==> src/rtl/seg_pkg.sv <==
// seg_pkg: shared constants for the seven-segment scan driver.
package seg_pkg;
    localparam int EN_BIT   = 0;
    localparam int MASK_LSB = 8;
    localparam int DP_LSB   = 16;
    localparam logic [7:0] SEG_OFF = 8'hFF;
    // Active-low g..a patterns, indexed by nibble value 0..F.
    localparam logic [6:0] HEX_SEG [16] = '{
        7'h40, 7'h79, 7'h24, 7'h30, 7'h19, 7'h12, 7'h02, 7'h78,
        7'h00, 7'h10, 7'h08, 7'h03, 7'h46, 7'h21, 7'h06, 7'h0E
    };
endpackage

==> src/rtl/seg_hex_decode.sv <==
// seg_hex_decode: nibble to active-low g..a segment pattern.
module seg_hex_decode
    import seg_pkg::*;
(
    input  logic [3:0] nib,
    output logic [6:0] seg
);
    assign seg = HEX_SEG[nib];
endmodule

==> src/rtl/seg_scan_driver.sv <==
// seg_scan_driver: time-multiplexed 8-digit hex display with tear-free frame update.
// Defining SEG_LZ_BLANK_EN enables leading-zero suppression.
module seg_scan_driver
    import seg_pkg::*;
#(
    parameter int SCAN_DIV  = 50000,
    parameter int BLANK_CYC = 16
) (
    input  logic        clk,
    input  logic        rst,
    input  logic        wr_en,
    input  logic        wr_sel,
    input  logic [31:0] wr_data,
    output logic [7:0]  seg,
    output logic [2:0]  del,
    output logic        frame_tick
);
    localparam int CW = $clog2(SCAN_DIV);

    logic [CW-1:0] div_cnt;
    logic [2:0]    digit;
    logic [31:0]   shadow, disp;
    logic          enable;
    logic [7:0]    mask, dp;
    logic [3:0]    nib;
    logic [6:0]    hex;
    logic          wrap, lz, blank;

    seg_hex_decode u_dec (.nib(nib), .seg(hex));

    always_comb begin
        nib  = disp[{digit, 2'b00} +: 4];
        wrap = div_cnt == CW'(SCAN_DIV - 1);
`ifdef SEG_LZ_BLANK_EN
        // Blank when every nibble from this digit upward is zero; digit 0 always shows.
        lz   = digit != 3'd0 && (disp >> {digit, 2'b00}) == 32'd0;
`else
        lz   = 1'b0;
`endif
        blank = !enable || !mask[digit] || 32'(div_cnt) < 32'(BLANK_CYC) || lz;
    end

    always_ff @(posedge clk) begin
        if (!rst) begin
            div_cnt    <= '0;
            digit      <= 3'd0;
            shadow     <= 32'd0;
            disp       <= 32'd0;
            enable     <= 1'b1;
            mask       <= 8'hFF;
            dp         <= 8'h00;
            seg        <= SEG_OFF;
            del        <= 3'd0;
            frame_tick <= 1'b0;
        end else begin
            div_cnt    <= wrap ? '0 : div_cnt + CW'(1);
            if (wrap) digit <= digit + 3'd1;
            if (wrap && digit == 3'd7) disp <= shadow;
            frame_tick <= wrap && digit == 3'd7;
            if (wr_en && !wr_sel) shadow <= wr_data;
            if (wr_en && wr_sel) begin
                enable <= wr_data[EN_BIT];
                mask   <= wr_data[MASK_LSB +: 8];
                dp     <= wr_data[DP_LSB +: 8];
            end
            del <= digit;
            seg <= blank ? SEG_OFF : {~dp[digit], hex};
        end
    end
endmodule
==> config.mk <==
export PLATFORM = sky130hd
export DESIGN_NAME = seg_scan_driver
export DESIGN_NICKNAME = d
export VERILOG_FILES = /design/src/rtl/seg_pkg.sv /design/src/rtl/seg_hex_decode.sv /design/src/rtl/seg_scan_driver.sv
export SDC_FILE = /design/constraint.sdc
export NUM_CORES = 1
export LEC_CHECK = 0
export ABC_CLOCK_PERIOD_IN_PS = 3690
export BUFFER_PORTS_ARGS = -buffer_cell sky130_fd_sc_hd__clkbuf_2
export CAP_MARGIN = 30
export CORE_MARGIN = 3
export CORE_UTILIZATION = 58
export DETAILED_ROUTE_END_ITERATION = 16
export PLACE_DENSITY = 0.85
export SYNTH_ARGS = -nofsm -noshare
export SYNTH_HDL_FRONTEND = slang
export SYNTH_HIERARCHICAL = 1
export SYNTH_SLANG_ARGS = --single-unit
==> constraint.sdc <==
create_clock -name clk -period 3.69 [get_ports clk]
set_clock_uncertainty 0.2 [all_clocks]
set_input_delay 0.369 -clock clk [delete_from_list [all_inputs] [get_ports clk]]
set_output_delay 0.369 -clock clk [all_outputs]
set_load 0.01 [all_outputs]
[Word level (Yosys, flattened, before mapping)]
Memory sizes are Yosys's and may differ from the RTL's. A register that Yosys moved wholly into a read port is not among the register bits.
Index checks and enable logic that the tools add are counted.
W data, S select, Z words.
Cells by class
  $add $sub $neg: 2
  magnitude comparators: 3
  equal/unequal tests: 2
  shift-type cells: 1
  mux-type cells: 6
  bitwise logic cells: 3
  reduce and logical (&&, ||, !) cells: 10
Operator list (count)
  $shiftx A32 B6 Y4: 1
  $add A16 B1 Y16 const B: 1
  $eq A16 B16 Y1 const B: 1
  $lt A16 B5 Y1 const B: 1
  $mux W7: 2
  $bmux W1 S3: 2
  $ge A5 B5 Y1 const B: 1
  $not A4 Y5: 1
  $lt A3 B4 Y1 const B: 1
  $reduce_or A2 Y1: 2
  $add A3 B1 Y3 const B: 1
  $eq A3 B3 Y1 const B: 1
  $logic_and A1 B1 Y1: 3
  $logic_not A1 Y1: 3
  $logic_or A1 B1 Y1: 2
  $mux W1: 2
  $not A1 Y1: 2
Storage, ports and cells
  flip-flop bits (word level): 112
  bits in read-only memories: 112
  output and inout bits: 12
  memories: 1
Memory list
  (no name shown): depth 16, width 7, rd ports 1, clocked after Yosys merged registers in 1, wr ports 0, RTL line seg_hex_decode.sv:8  | assign seg = HEX_SEG[nib];

[Longest topological paths before layout]
  depth after elaboration: 6
  depth in mapped cells: 10

[Hierarchy]
Netlist, hierarchy kept.
By module, submodules not included
  seg_scan_driver: times used 1, cells each 510, area an instance 4346.7 um2
  seg_hex_decode: times used 1, cells each 33, area an instance 269.0 um2

[Worst setup path after synthesis]
No wires, ideal clock.
  kind: reg2reg
  from: register digit[0]
  to: register seg[3]
  library setup time: 0.120 ns
  data arrival time: 2.493 ns
  data required time: 3.370 ns
  path slack: 0.877 ns
  cell stages (with the launch flop): 9
  buffers on the path: 1
  period minus slack after synthesis: 2.813 ns
  cells stage by stage: dfxtp_1 buf_2 mux4_2 mux2_2 inv_1 ha_1 inv_1 mux4_2 or2_1
Between the ends
  elaborated cells on any way between the ends: 8
  those cells by class: 1 x shift; 2 x mux; 1 x bitwise; 4 x reduce/logical
RTL lines
  start: declaration: RTL line seg_scan_driver.sv:21  | logic [2:0] digit;
  start signal: assignment: RTL line seg_scan_driver.sv:57  | if (wrap) digit <= digit + 3'd1;
  $shiftx A32 B6 Y4: RTL line seg_scan_driver.sv:32  | nib = disp[{digit, 2'b00} +: 4];
  via nib[0]: RTL line seg_scan_driver.sv:25  | logic [3:0] nib;
  $not A4 Y5 (implied by the code): RTL line seg_hex_decode.sv:8
  end: declaration: RTL line seg_scan_driver.sv:14  | output logic [7:0] seg,
The timed path passes the listed nets, and every way through them passes these cells. The select of a mux whose other input is x is not followed.
A chain may end at the register's enable or synchronous reset.

[Worst setup path in the final report]
  from: register digit[1]
  to: register seg[3]
The elaborated chain is that of the path after synthesis.

==> metrics <==
IO buf count 47; Final Hold Viols 0; Crit Path Max Fanout 17; RSZ-0062 raised after global routing no; WL final 9722 um; largest net degree at the start of global routing 42; Die Y 95.21 um; FP Rows 31; Yosys top cell area share 0.4858; status finished clean; Final min period 2881 ps; synthesized flop and latch total 112; H-Tree Depth 3; syn_area_per_cell 8.500 um^2; Post-Syn Nets 589; total number of vias 3,789; CTS Buffer Depth 2; LEAKAGE 1.868 nW; crit path max-delay cell type dfxtp_1; clk_lat worst skew 370 ps; Final setup viols 0; post-route ant nets 0; asr flop ratio synth 0; combinational share of power 0.058; number of flops mapped to enable cells by yosys 0; switching power 0.0004828 W; HP Class input port to register; FMAX 347.1 MHz; vias in the first global route 3,538; met2 routed WL 4459 um; final setup TNS 0 ps; Fillers 594; Post-Syn Instances 543; worst path required time 3760 ps; post-synthesis mux area share 0.08674; crit end category register; multi-input logic area 2201 um^2; fin crit share 0.7807; routed wl met3 640 um; Finished Core Util 0.6895; slew margin rel. 0.5059; largest area contributor in the netlist dfxtp_1; Max Slew Vio Count 0; worst setup path class register to register; Crit path largest cell delay 770 ps; first-pass iteration count of the detailed router 5; Flop pwr share 0.622; share of cells above drive strength 1 0.1465; die area 9064 um^2; CTS buffer count 9; CTS Root Cell clkbuf_8; vias per inst 5.523; Crit path max-delay family multiplexers; post-synthesis xor/xnor area fraction 0.02657; Post-Synth Adder-Cell Area 0.02711; crit start category register; # diodes 0; Max Cap Viol 0; worst path bufs/invs 2; max layer used met4; All-Layer GR Usage 0.2314; DR iter-0 viols 266; largest family of logic cells by synthesized area simple AND/OR/NAND/NOR gates; first-pass GRT wire length 16,460 um; yosys warns 6; Die Wd 95.21 um; CP Cell Sequence mux4_2, mux2_2, inv_1, ha_1, inv_1, mux4_2, or2_1; fin nets 628; WL met1 4500 um; Area Growth Syn to Fin 11.82%; worst vdd ir 0.0001939 V; # IOs 48; initial antenna violation count 0; top cells by area, synth dfxtp_1 49%, nand2_1 14%, a21oi_1 8.3%, mux4_2 5.4%, ha_1 2.7%; CTS tree done; worst-margin pin slew 737.8 ps; Clk pwr share 0.320; GRT overflow 0; Seq/Total Area, Yosys 0.4858; power per standard cell area 390.9 nW/um^2; DP Wirelength 6925 um; Yosys cell types 36; CTS clock-pin slew for the worst setup and hold paths 100 ps; Core ar. 7486 um^2; gpl congestion 0.8400; Worst EP arrival 2950 ps; Synth Cell Area 4616 um^2; starting density of the core 0.6166; DRC 0; clk sink count 112; most frequent cell after synthesis nand2_1; simple-gate share of the synthesized area 0.2358; Reg area 2242 um^2; Pint 0.001535 W; drt wl/cell 14.17 um; top cells by count, synth 169 x nand2_1, 112 x dfxtp_1, 77 x a21oi_1; post-CTS setup repair buffer count 0; post-synthesis compound-gate area fraction 0.1000; Switching Fraction 0.2393; Synth Flop Type dfxtp_1
## cells by family (layout without fill, tap and decap cells)
group,Yosys count,after routing
buffers and inverters,42,86
DFF,112,112
muxes,24,24
adders and majority gates,10,10
and+or+nand+nor,254,254
xor gates and xnor gates,14,14
AOI/OAI and AO/OA,87,87
## final timing paths
kind | start | endpoint | slack [ps] | cells after the start
max | digit[1]$_SDFFE_PN0P_ | seg[3]$_SDFF_PP1_ | 810 | 7
min | wr_data[30] | shadow[30]$_SDFFE_PN0P_ | 20 | 3
max reg2reg | digit[1]$_SDFFE_PN0P_ | seg[3]$_SDFF_PP1_ | 810 | 7
min reg2reg | shadow[13]$_SDFFE_PN0P_ | shadow[13]$_SDFFE_PN0P_ | 260 | 2
## routing by layer
layer	GRT usage	vias to the layer above
li1	-	1883
met1	0.3248	1765
met2	0.3574	129
met3	0.04893	12
met4	0.07332	0
met5	0	-
## worst register-to-register path: stages, from the launching register on
cell     delay [ps]
dfxtp_1         770
mux4_2          410
mux2_2          360
inv_1           160
ha_1            160
inv_1            60
mux4_2          450
or2_1           230
## power groups by stage
| stage | logic [W] | registers [W] | clock network [W] |
|---|---|---|---|
| after floorplan | 0.0000681 | 0.00128 | 0 |
| after global placement | 0.0000992 | 0.00128 | 0 |
| after detailed placement | 0.000108 | 0.00128 | 0 |
| after CTS | 0.000116 | 0.00125 | 0.000662 |
| after global routing | 0.000131 | 0.00126 | 0.000711 |
| final | 0.000116 | 0.00125 | 0.000646 |
## final cells by class
| class | count | share of cell area |
|---|---|---|
| clock buffer | 12 | 0.02618 |
| clock inverter | 4 | 0.006061 |
| inverter | 8 | 0.005818 |
| multi-input combinational | 389 | 0.4264 |
| sequential | 112 | 0.4344 |
| tap | 99 | 0.02400 |
| timing repair buffer | 62 | 0.07709 |
## cells in the final DEF (no fill, tap or decap), drive strengths merged, types with 2 or more instances in the layout
master / instances
and4: 3
nor4: 6
mux4: 12
nor2b: 3
nor2: 28
ha: 10
dfxtp: 112
xnor2: 12
and2: 4
mux2: 5
nand4: 4
or4: 3
nand2b: 3
nand3: 17
dlygate4sd3: 9
xor2: 2
buf: 6
mux2i: 7
nand2: 169
a21oi: 77
or2: 9
clkinvlp: 3
inv: 8
nor3: 3
clkbuf: 59
o21ai: 6
## repair_timing
action / 4_1_cts / 5_1_grt
gates resized for setup: 0 / 0
hold endpoints to repair: 9 / 0
hold buffers: 9 / 0
## flip-flops by register name (all words and copies together), names as in the netlist, 3 cells and up
register and count:
disp 32, shadow 32, div_cnt 16, dp 8
mask 8, seg 8, del 3, digit 3
## metrics by stage
step	total power, W	setup WS [ps]	cell area [um^2]	std cells	hold WS [ps]
final	0.002018	809.1	5161	686	17.67
after global routing	0.002100	701.4	5161	686	17.55
after CTS	0.002032	802.8	5161	686	2.448
after detailed placement	0.001390	830.9	4905	661	245.0
after global placement	0.001380	991.6	4862	659	240.1
after floorplan	0.001345	877.4	4616	543	228.6
Note: power is estimated with default switching activity, not from simulation.
